--- src/rtl/ps2_pkg.sv ---
// Shared definitions for the PS/2 scan-code receiver: frame FSM states,
// frame bit constants and default timing parameters.
package ps2_pkg;

    typedef enum logic [1:0] {
        IDLE   = 2'd0,
        DATA   = 2'd1,
        PARITY = 2'd2,
        STOP   = 2'd3
    } ps2_state_e;

    localparam logic START_BIT       = 1'b0;
    localparam logic STOP_BIT        = 1'b1;
    localparam int   FRAME_DATA_BITS = 8;

    localparam int FILTER_LEN_DEFAULT = 8;
    localparam int TIMEOUT_DEFAULT    = 100000;

    // PS/2 uses odd parity: data bits plus parity bit must hold an odd number of ones.
    function automatic logic odd_parity_ok(input logic [FRAME_DATA_BITS-1:0] data,
                                           input logic                       par);
        return (^data) ^ par;
    endfunction

endpackage

--- src/rtl/ps2_scan_receiver_if.sv ---
// Scan-code handshake between the PS/2 receiver and the scan-code decoder.
interface ps2_scan_receiver_if;
    import ps2_pkg::*;

    logic                       read;
    logic                       scan_ready;
    logic [FRAME_DATA_BITS-1:0] scan_code;
    logic                       frame_err;
    logic                       overflow;

    modport master (
        input  read,
        output scan_ready,
        output scan_code,
        output frame_err,
        output overflow
    );

    modport slave (
        output read,
        input  scan_ready,
        input  scan_code,
        input  frame_err,
        input  overflow
    );

endinterface

--- src/rtl/ps2_fifo.sv ---
// Small synchronous FIFO for received scan codes; dout is a registered copy
// of the head entry that holds its last value once the FIFO drains.
module ps2_fifo #(
    parameter int DEPTH = 4,
    parameter int WIDTH = 8
) (
    input  logic             clk,
    input  logic             rst,
    input  logic             push,
    input  logic             pop,
    input  logic [WIDTH-1:0] din,
    output logic [WIDTH-1:0] dout,
    output logic             full,
    output logic             empty
);

    localparam int PTR_W = $clog2(DEPTH);
    localparam int CNT_W = PTR_W + 1;

    logic [WIDTH-1:0] mem [DEPTH];
    logic [PTR_W-1:0] wr_ptr;
    logic [PTR_W-1:0] rd_ptr;
    logic [PTR_W-1:0] rd_next;
    logic [CNT_W-1:0] count;
    logic             do_push;
    logic             do_pop;

    assign empty   = (count == '0);
    assign full    = (count == CNT_W'(DEPTH));
    assign rd_next = rd_ptr + 1'b1;

    // A pop frees a slot in the same cycle, so a full FIFO still accepts a push alongside it.
    assign do_pop  = pop && !empty;
    assign do_push = push && (!full || do_pop);

    always_ff @(posedge clk or posedge rst) begin
        if (rst) begin
            for (int i = 0; i < DEPTH; i++) begin
                mem[i] <= '0;
            end
            wr_ptr <= '0;
            rd_ptr <= '0;
            count  <= '0;
            dout   <= '0;
        end else begin
            if (do_push) begin
                mem[wr_ptr] <= din;
                wr_ptr      <= wr_ptr + 1'b1;
            end
            if (do_pop) begin
                rd_ptr <= rd_next;
            end
            case ({do_push, do_pop})
                2'b10:   count <= count + 1'b1;
                2'b01:   count <= count - 1'b1;
                default: count <= count;
            endcase
            // Head moves to the next stored entry, or to the incoming byte when
            // that byte becomes the only entry.
            if (do_pop && (count > CNT_W'(1))) begin
                dout <= mem[rd_next];
            end else if (do_push && (empty || (do_pop && (count == CNT_W'(1))))) begin
                dout <= din;
            end
        end
    end

endmodule

--- src/rtl/ps2_scan_receiver.sv ---
// PS/2 device-to-host receiver: synchronises and de-glitches the pins, decodes
// 11-bit frames with parity/stop/timeout checks and queues good bytes.
module ps2_scan_receiver
    import ps2_pkg::*;
#(
    parameter int FILTER_LEN = FILTER_LEN_DEFAULT,
    parameter int TIMEOUT    = TIMEOUT_DEFAULT,
    parameter int DEPTH      = 4
) (
    input  logic                  CLOCK_50,
    input  logic                  reset,
    input  logic                  PS2_CLK,
    input  logic                  PS2_DAT,
    ps2_scan_receiver_if.master   bus
);

    localparam int FCNT_W = $clog2(FILTER_LEN + 1);
    localparam int TMR_W  = $clog2(TIMEOUT + 1);
    localparam int BIT_W  = $clog2(FRAME_DATA_BITS);

    logic              clk_s1, clk_s2;
    logic              dat_s1, dat_s2;
    logic              filt_clk;
    logic [FCNT_W-1:0] filt_cnt;
    logic              filt_flip;
    logic              fall;

    ps2_state_e                 state_q, state_d;
    logic [BIT_W-1:0]           bit_cnt_q, bit_cnt_d;
    logic [TMR_W-1:0]           timer_q, timer_d;
    logic [FRAME_DATA_BITS-1:0] shift_q, shift_d;
    logic                       parity_q, parity_d;
    logic                       push;
    logic                       frame_err;

    logic fifo_full, fifo_empty;
    logic pop_gap_q;

    always_ff @(posedge CLOCK_50 or posedge reset) begin
        if (reset) begin
            clk_s1 <= 1'b1;
            clk_s2 <= 1'b1;
            dat_s1 <= 1'b1;
            dat_s2 <= 1'b1;
        end else begin
            clk_s1 <= PS2_CLK;
            clk_s2 <= clk_s1;
            dat_s1 <= PS2_DAT;
            dat_s2 <= dat_s1;
        end
    end

    // Filtered clock follows the pin only after FILTER_LEN agreeing samples.
    assign filt_flip = (clk_s2 != filt_clk) && (filt_cnt == FCNT_W'(FILTER_LEN - 1));
    assign fall      = filt_flip && filt_clk;

    always_ff @(posedge CLOCK_50 or posedge reset) begin
        if (reset) begin
            filt_clk <= 1'b1;
            filt_cnt <= '0;
        end else if (clk_s2 == filt_clk) begin
            filt_cnt <= '0;
        end else if (filt_flip) begin
            filt_clk <= clk_s2;
            filt_cnt <= '0;
        end else begin
            filt_cnt <= filt_cnt + 1'b1;
        end
    end

    always_ff @(posedge CLOCK_50 or posedge reset) begin
        if (reset) begin
            state_q   <= IDLE;
            bit_cnt_q <= '0;
            timer_q   <= '0;
            shift_q   <= '0;
            parity_q  <= 1'b0;
        end else begin
            state_q   <= state_d;
            bit_cnt_q <= bit_cnt_d;
            timer_q   <= timer_d;
            shift_q   <= shift_d;
            parity_q  <= parity_d;
        end
    end

    always_comb begin
        state_d   = state_q;
        bit_cnt_d = bit_cnt_q;
        timer_d   = '0;
        shift_d   = shift_q;
        parity_d  = parity_q;
        push      = 1'b0;
        frame_err = 1'b0;

        case (state_q)
            IDLE: begin
                if (fall && (dat_s2 == START_BIT)) begin
                    state_d   = DATA;
                    bit_cnt_d = '0;
                end
            end
            DATA: begin
                if (fall) begin
                    shift_d   = {dat_s2, shift_q[FRAME_DATA_BITS-1:1]};
                    bit_cnt_d = bit_cnt_q + 1'b1;
                    if (bit_cnt_q == BIT_W'(FRAME_DATA_BITS - 1)) begin
                        state_d = PARITY;
                    end
                end
            end
            PARITY: begin
                if (fall) begin
                    parity_d = dat_s2;
                    state_d  = STOP;
                end
            end
            STOP: begin
                if (fall) begin
                    state_d = IDLE;
                    if ((dat_s2 == STOP_BIT) && odd_parity_ok(shift_q, parity_q)) begin
                        push = 1'b1;
                    end else begin
                        frame_err = 1'b1;
                    end
                end
            end
            default: state_d = IDLE;
        endcase

        // Inside a frame, a stalled device clock abandons the partial byte.
        if ((state_q != IDLE) && !fall) begin
            if (timer_q == TMR_W'(TIMEOUT - 1)) begin
                state_d   = IDLE;
                frame_err = 1'b1;
            end else begin
                timer_d = timer_q + 1'b1;
            end
        end
    end

    ps2_fifo #(
        .DEPTH (DEPTH),
        .WIDTH (FRAME_DATA_BITS)
    ) u_fifo (
        .clk   (CLOCK_50),
        .rst   (reset),
        .push  (push),
        .pop   (bus.read),
        .din   (shift_q),
        .dout  (bus.scan_code),
        .full  (fifo_full),
        .empty (fifo_empty)
    );

    // One idle cycle after each pop gives edge-triggered consumers a fresh rising edge per byte.
    always_ff @(posedge CLOCK_50 or posedge reset) begin
        if (reset) begin
            pop_gap_q <= 1'b0;
        end else begin
            pop_gap_q <= bus.read && !fifo_empty;
        end
    end

    assign bus.scan_ready = !fifo_empty && !pop_gap_q;
    assign bus.frame_err  = frame_err;
    assign bus.overflow   = push && fifo_full && !bus.read;

endmodule

--- src/flat_wrapper.sv ---
// flat-port wrapper written by rule: the top's interface ports become plain ports
module ps2_scan_receiver_flat import ps2_pkg::*;
#(
    parameter int FILTER_LEN = FILTER_LEN_DEFAULT,
    parameter int TIMEOUT    = TIMEOUT_DEFAULT,
    parameter int DEPTH      = 4
)
  (CLOCK_50, reset, PS2_CLK, PS2_DAT, bus_read, bus_scan_ready, bus_scan_code, bus_frame_err, bus_overflow);
  ps2_scan_receiver_if bus_i ();
  input  logic CLOCK_50;
  input  logic reset;
  input  logic PS2_CLK;
  input  logic PS2_DAT;
  input wire logic [$bits(bus_i.read)-1:0] bus_read;
  output wire logic [$bits(bus_i.scan_ready)-1:0] bus_scan_ready;
  output wire logic [$bits(bus_i.scan_code)-1:0] bus_scan_code;
  output wire logic [$bits(bus_i.frame_err)-1:0] bus_frame_err;
  output wire logic [$bits(bus_i.overflow)-1:0] bus_overflow;
  assign bus_i.read = bus_read;
  assign bus_scan_ready = bus_i.scan_ready;
  assign bus_scan_code = bus_i.scan_code;
  assign bus_frame_err = bus_i.frame_err;
  assign bus_overflow = bus_i.overflow;
  ps2_scan_receiver #(.FILTER_LEN(FILTER_LEN), .TIMEOUT(TIMEOUT), .DEPTH(DEPTH)) u_core (.CLOCK_50(CLOCK_50), .reset(reset), .PS2_CLK(PS2_CLK), .PS2_DAT(PS2_DAT), .bus(bus_i));
endmodule
--- config.mk ---
export PLATFORM = sky130hd
export DESIGN_NAME = ps2_scan_receiver_flat
export DESIGN_NICKNAME = d
export VERILOG_FILES = /design/src/rtl/ps2_pkg.sv /design/src/rtl/ps2_scan_receiver_if.sv /design/src/rtl/ps2_fifo.sv /design/src/rtl/ps2_scan_receiver.sv /design/src/flat_wrapper.sv
export SDC_FILE = /design/constraint.sdc
export NUM_CORES = 1
export LEC_CHECK = 0
export CORE_MARGIN = 4
export CORE_UTILIZATION = 45
export DETAILED_ROUTE_END_ITERATION = 10
export PLACE_DENSITY = 0.62
export SLEW_MARGIN = 40
export SYNTH_ARGS = -nofsm -noshare
export SYNTH_HDL_FRONTEND = slang
export SYNTH_SLANG_ARGS = --single-unit
export TNS_END_PERCENT = 10
--- constraint.sdc ---
create_clock -name CLOCK_50 -period 10.01 [get_ports CLOCK_50]
set_clock_uncertainty 0.15 [all_clocks]
set_input_delay 2.5025 -clock CLOCK_50 [delete_from_list [all_inputs] [get_ports CLOCK_50]]
set_output_delay 2.5025 -clock CLOCK_50 [all_outputs]
set_load 0.02 [all_outputs]
== Word level (Yosys, flattened, before mapping) ==
Index checks and enable logic that the tools add are counted.

* Flip-flop bits (word level): 88
* Latch bits: 0
* RAM bits: 0
* Memory bits (read-only): 0
* Bits of input ports: 5
* Memories: 0

* Add/sub/neg operators: 7
* Multiply operators: 0
* Divide/modulo/power cells: 0
* Magnitude comparators: 4
* Eq/ne operators: 14
* Shifts and indexed selects: 0
* Multiplexer cells: 32
* Bitwise operators: 5
* Reduce and logical (&&, ||, !) cells: 32

{| class="wikitable"
|+ Operators with widths
! cell !! number
|-
| $mux W8 || 5
|-
| $mux W17 || 2
|-
| $bwmux W32 || 1
|-
| $add A17 B1 Y17 const B || 1
|-
| $eq A17 B17 Y1 const B || 1
|-
| $bmux W8 S2 || 1
|-
| $demux W8 S2 || 1
|-
| $logic_and A1 B1 Y1 || 14
|-
| $mux W2 || 7
|-
| $pmux W3 S2 || 2
|-
| $mux W1 || 8
|-
| $mux W4 || 2
|-
| $pmux W2 S4 || 1
|-
| $reduce_bool A2 Y1 || 4
|-
| $reduce_xor A8 Y1 || 1
|-
| $add A3 B1 Y3 const B || 2
|-
| $eq A2 B2 Y1 const B || 3
|-
| $eq A3 B3 Y1 const B || 2
|-
| $ge A3 B3 Y1 const B || 2
|-
| $mux W3 || 2
|-
| $not A2 Y3 || 2
|-
| $reduce_and A2 Y1 || 3
|-
| $logic_not A1 Y1 || 5
|-
| $add A2 B1 Y2 const B || 2
|-
| 16 further kinds || 20
|}

== Longest topological paths before layout ==
* Word-level depth: 10
* Mapped depth: 9
* Gate-level depth less buffers: 9

== Modules after synthesis ==
Synthesis repeated with hierarchy kept, for this count alone.

* Cell total of the unflattened synthesis: 317
* Area, all modules: 4294.1 um^2

{| class="wikitable"
|+ Modules (own cells, without submodules)
! module !! instances !! cells each !! area an instance (um^2) !! seq. area each (um^2)
|-
| ps2_fifo || 1 || 152 || 2254.7 || 1176.1
|-
| ps2_scan_receiver || 1 || 165 || 2039.5 || 1032.2
|}

== Worst setup path after synthesis ==
OpenSTA, ideal clock, no wires.

* Path type: input-to-output
* From: input bus_read
* To: output bus_overflow
* Data arrival time: 3.203 ns
* Required time: 7.358 ns
* Setup slack: 4.154 ns
* Stages on the path: 2
* Path buffers: 0
* Cells stage by stage: nand3b_1 nor3_1

* Cells in the longest elaborated chain, start to end: 2

{| class="wikitable"
|+ Ends and longest elaborated chain
! element !! line !! text
|-
| start: declaration || flat_wrapper.sv:14 || <nowiki>input wire logic [$bits(bus_i.read)-1:0] bus_read;</nowiki>
|-
| $logic_not A1 Y1 || ps2_scan_receiver.sv:167 || <nowiki>assign bus.overflow = push && fifo_full && !bus.read;</nowiki>
|-
| $logic_and A1 B1 Y1 || ps2_scan_receiver.sv:167 ||
|-
| end: declaration || flat_wrapper.sv:18 || <nowiki>output wire logic [$bits(bus_i.overflow)-1:0] bus_overflow;</nowiki>
|}

Every way passes these cells.

== Worst setup path in the final report ==
Ends and elaborated chain as after synthesis.

==> results by group <==
Clock tree
  • Hold Buf Count CTS: 0
  • Inserted Clock Buffers: 9
  • CTS max path bufs: 2
  • CTS Root Cell: clkbuf_8
  • CTS tree: yes
  • Later-pin clock latency in the skew report: 350 ps
  • Htree depth: 3
  • Clock sink count: 88
  • # Post-CTS Setup Buffers: 0
  • Clock slew at reported path FFs: 80 ps
  • CTS-repair resized insts: 0

Floorplan
  • Horiz. Die Dim: 104.3 um
  • Initial core utilization: 46.96%
  • IO Count: 16
  • Core Rows: 34
  • Core box area: 8891 um2
  • Die Y: 104.3 um
  • Die area: 10,880 um2

Synthesis
  • Seq/Total Area, Yosys: 52.89%
  • Count leader, synth: dfrtp_1
  • Mapped Nets: 349
  • Ys flop type: dfrtp_1
  • Synthesis Warnings: 0
  • Number of flops mapped to enable cells by yosys: 0
  • Top post-synthesis cells by area: dfrtp_1 50%, mux2_2 12%, mux4_2 4.3%, ha_1 3.9%, xor2_1 3.4%
  • Post-synth top cells: 83 x dfrtp_1, 43 x mux2_2, 25 x nand2_1, 25 x nor2_1, 16 x xor2_1
  • Asr flop ratio synth: 100.0%
  • Seq cells post-synth: 88
  • Synth area leader: dfrtp_1
  • Mapped Area: 4175 um2
  • Syn Area/Cell: 12.61 um2
  • Top cell type's share of synthesized area: 49.75%
  • Synthesized instance count: 331
  • Post-synth cell types: 42

Placement
  • Final Wtd Congestion: 0.7219
  • Post-DP HPWL: 4876 um
  • PortBufs: 15

Global route
  • GRT Overall Usage: 15.07%
  • Initial antenna violation count: 0
  • Number of global-route vias before repair: 2,577
  • Largest net degree at the start of global routing: 53
  • Gr ovfl total: 0
  • First-pass GRT wire length: 13,110 um

STA
  • Fmax: 148.5 MHz
  • Max-Slew Margin vs Limit: 55.65%
  • Final Hold Viols: 0
  • Final setup fails: 0
  • Period utilization: 67.29%
  • RSZ-0062 raised after global routing: no
  • Setup TNS: 0 ps
  • Fin. max-slew vios: 0
  • Measured slew at the worst slew-check pin: 664.5 ps
  • Final worst path period need: 6736 ps

Power
  • Leakage: 2.149 nW
  • VDD IR-drop max: 0.07342 mV
  • Power density cells: 180.5 nW/um2
  • Tot Pwr: 0.8478 mW

Final layout
  • Layout Nets: 366
  • Layout cells sized above 1: 23.23%
  • Syn-to-layout area delta: 12.50%
  • Post-layout util: 52.83%
  • Diodes inserted: 0

Worst setup path
  • Setup slack, reg-to-reg: 7000 ps
  • Critical path fanouts, max: 6
  • Critical path's slowest cell: clkdlybuf4s50_1
  • Worst R2R End: u_core.u_fifo.count[2]
  • Critical Path, Cell by Cell: clkdlybuf4s50_1 -> nand3b_1 -> nor3_1 -> clkdlybuf4s50_1
  • Reg2reg path depth: 8
  • Most used cell, CP: clkdlybuf4s50_1
  • CP Data Arrival Time: 4080 ps
  • Reg2reg start: u_core.filt_cnt[0]
  • Required @ worst endpoint: 7360 ps
  • CP startpoint kind: input pin
  • CP peak stage delay: 640 ps
  • Crit path capture type: primary output
  • Critical path class: in2out

Drt
  • Iter 0 DRT Violations: 72
  • Drc violations: 0
  • Total number of vias: 2,526
  • Pre-antenna DRT Iters: 4
  • Vias/cell: 5.479
  • Total wire length: 7654 um
  • Routed Antenna Nets: 0
  • Wire per inst: 16.60 um

Run status
  • Status: complete, no violations

Min path
  • End of the worst hold path: u_core.dat_s2
  • Hold crit path type: reg2reg
  • Hold path depth: 0
  • Hold Startpoint: u_core.dat_s1

Flow run
  • Max_cap viols: 0
[power breakdown]
| group | total [mW] | leakage, nW | internal [mW] | switching (mW) |
|---|---|---|---|---|
| Sequential | 0.412 | 1.19 | 0.376 | 0.0355 |
| Clock | 0.320 | 0.130 | 0.198 | 0.122 |
| Combinational | 0.116 | 0.827 | 0.0528 | 0.0636 |
| Total | 0.848 | 2.15 | 0.627 | 0.221 |
[how the worst max path moves through the flow]
| stage | startpoint | end | slack (ps) | depth (start not counted) |
|---|---|---|---|---|
| 2_1_floorplan | bus_read | bus_overflow | 4150 | 2 |
| 3_3_place_gp | bus_read | bus_overflow | 3310 | 4 |
| 3_5_place_dp | bus_read | bus_overflow | 3290 | 4 |
| 4_1_cts | bus_read | bus_overflow | 3280 | 4 |
| 5_1_grt | bus_read | bus_overflow | 3150 | 4 |
| 6_report | bus_read | bus_overflow | 3270 | 4 |
[layer usage]
metal / track usage, % / vias to the layer above / share of wire, % / wire (um)
met1: 21.27 / 1263 / 47 / 3594
li1: - / 1207 / - / -
met3: 2.359 / 10 / 5.0 / 381
met4: 6.458 / 0 / 1.7 / 133
met2: 23.11 / 46 / 46 / 3544
met5: 0 / - / 0 / 0
[worst max-delay path: cells and delay by family]
family	cells	cell delay, ps
buffers and inverters	2	1110
and+or+nand+nor	2	470
[layout by cell type (no fill, tap or decap), drive strengths merged, types with 6 or more instances in the layout]
cell           count
clkdlybuf4s50     15
nand3             10
o211ai             9
inv               11
o311ai             8
ha                13
mux4               8
xor2              16
dfrtp             83
nor2              25
clkbuf            11
xnor2             13
nor3               9
mux2              43
o21ai              6
nand2             25
[registers in the layout, indices dropped and copies added (netlist names), 2 cells and up]
name	cells
u_core.u_fifo.mem	32
u_core.timer_q	17
u_core.shift_q	8
u_core.u_fifo.dout	8
u_core.filt_cnt	4
u_core.bit_cnt_q	3
u_core.u_fifo.count	3
u_core.state_q	2
u_core.u_fifo.rd_ptr	2
u_core.u_fifo.wr_ptr	2
[metrics by stage]
step | worst slack (ps) | hold slack (ps) | std cells | instance area (um2)
final | 3274 | 210.5 | 461 | 4697
after global routing | 3145 | 216.3 | 461 | 4697
after CTS | 3279 | 213.6 | 461 | 4697
after detailed placement | 3293 | 200.0 | 445 | 4428
after global placement | 3315 | 197.5 | 445 | 4428
after floorplan | 4154 | 195.2 | 331 | 4175
[cell families (layout without fill, tap and decap cells)]
kind of cell / after synthesis / count (layout) / share of synthesized area (%)
AOI/OAI and AO/OA: 33 / 33 / 5.664
xor gates and xnor gates: 30 / 30 / 7.102
adders and majority gates: 13 / 13 / 3.896
buffers and inverters: 23 / 45 / 2.248
DFF: 88 / 88 / 52.89
muxes: 54 / 54 / 16.63
and+or+nand+nor: 90 / 90 / 11.57
[final cells by class]
class / instances / area [um2]
flip-flops and latches: 88 / 2208
clock inverters: 5 / 127.6
multi-input cells: 220 / 1873
inverters: 12 / 46.29
well taps: 108 / 135.1
clock buffers: 11 / 141.4
fillers: 770 / 4194
repair buffers: 17 / 165.2
No activity file was read; power rests on OpenSTA's default activity.
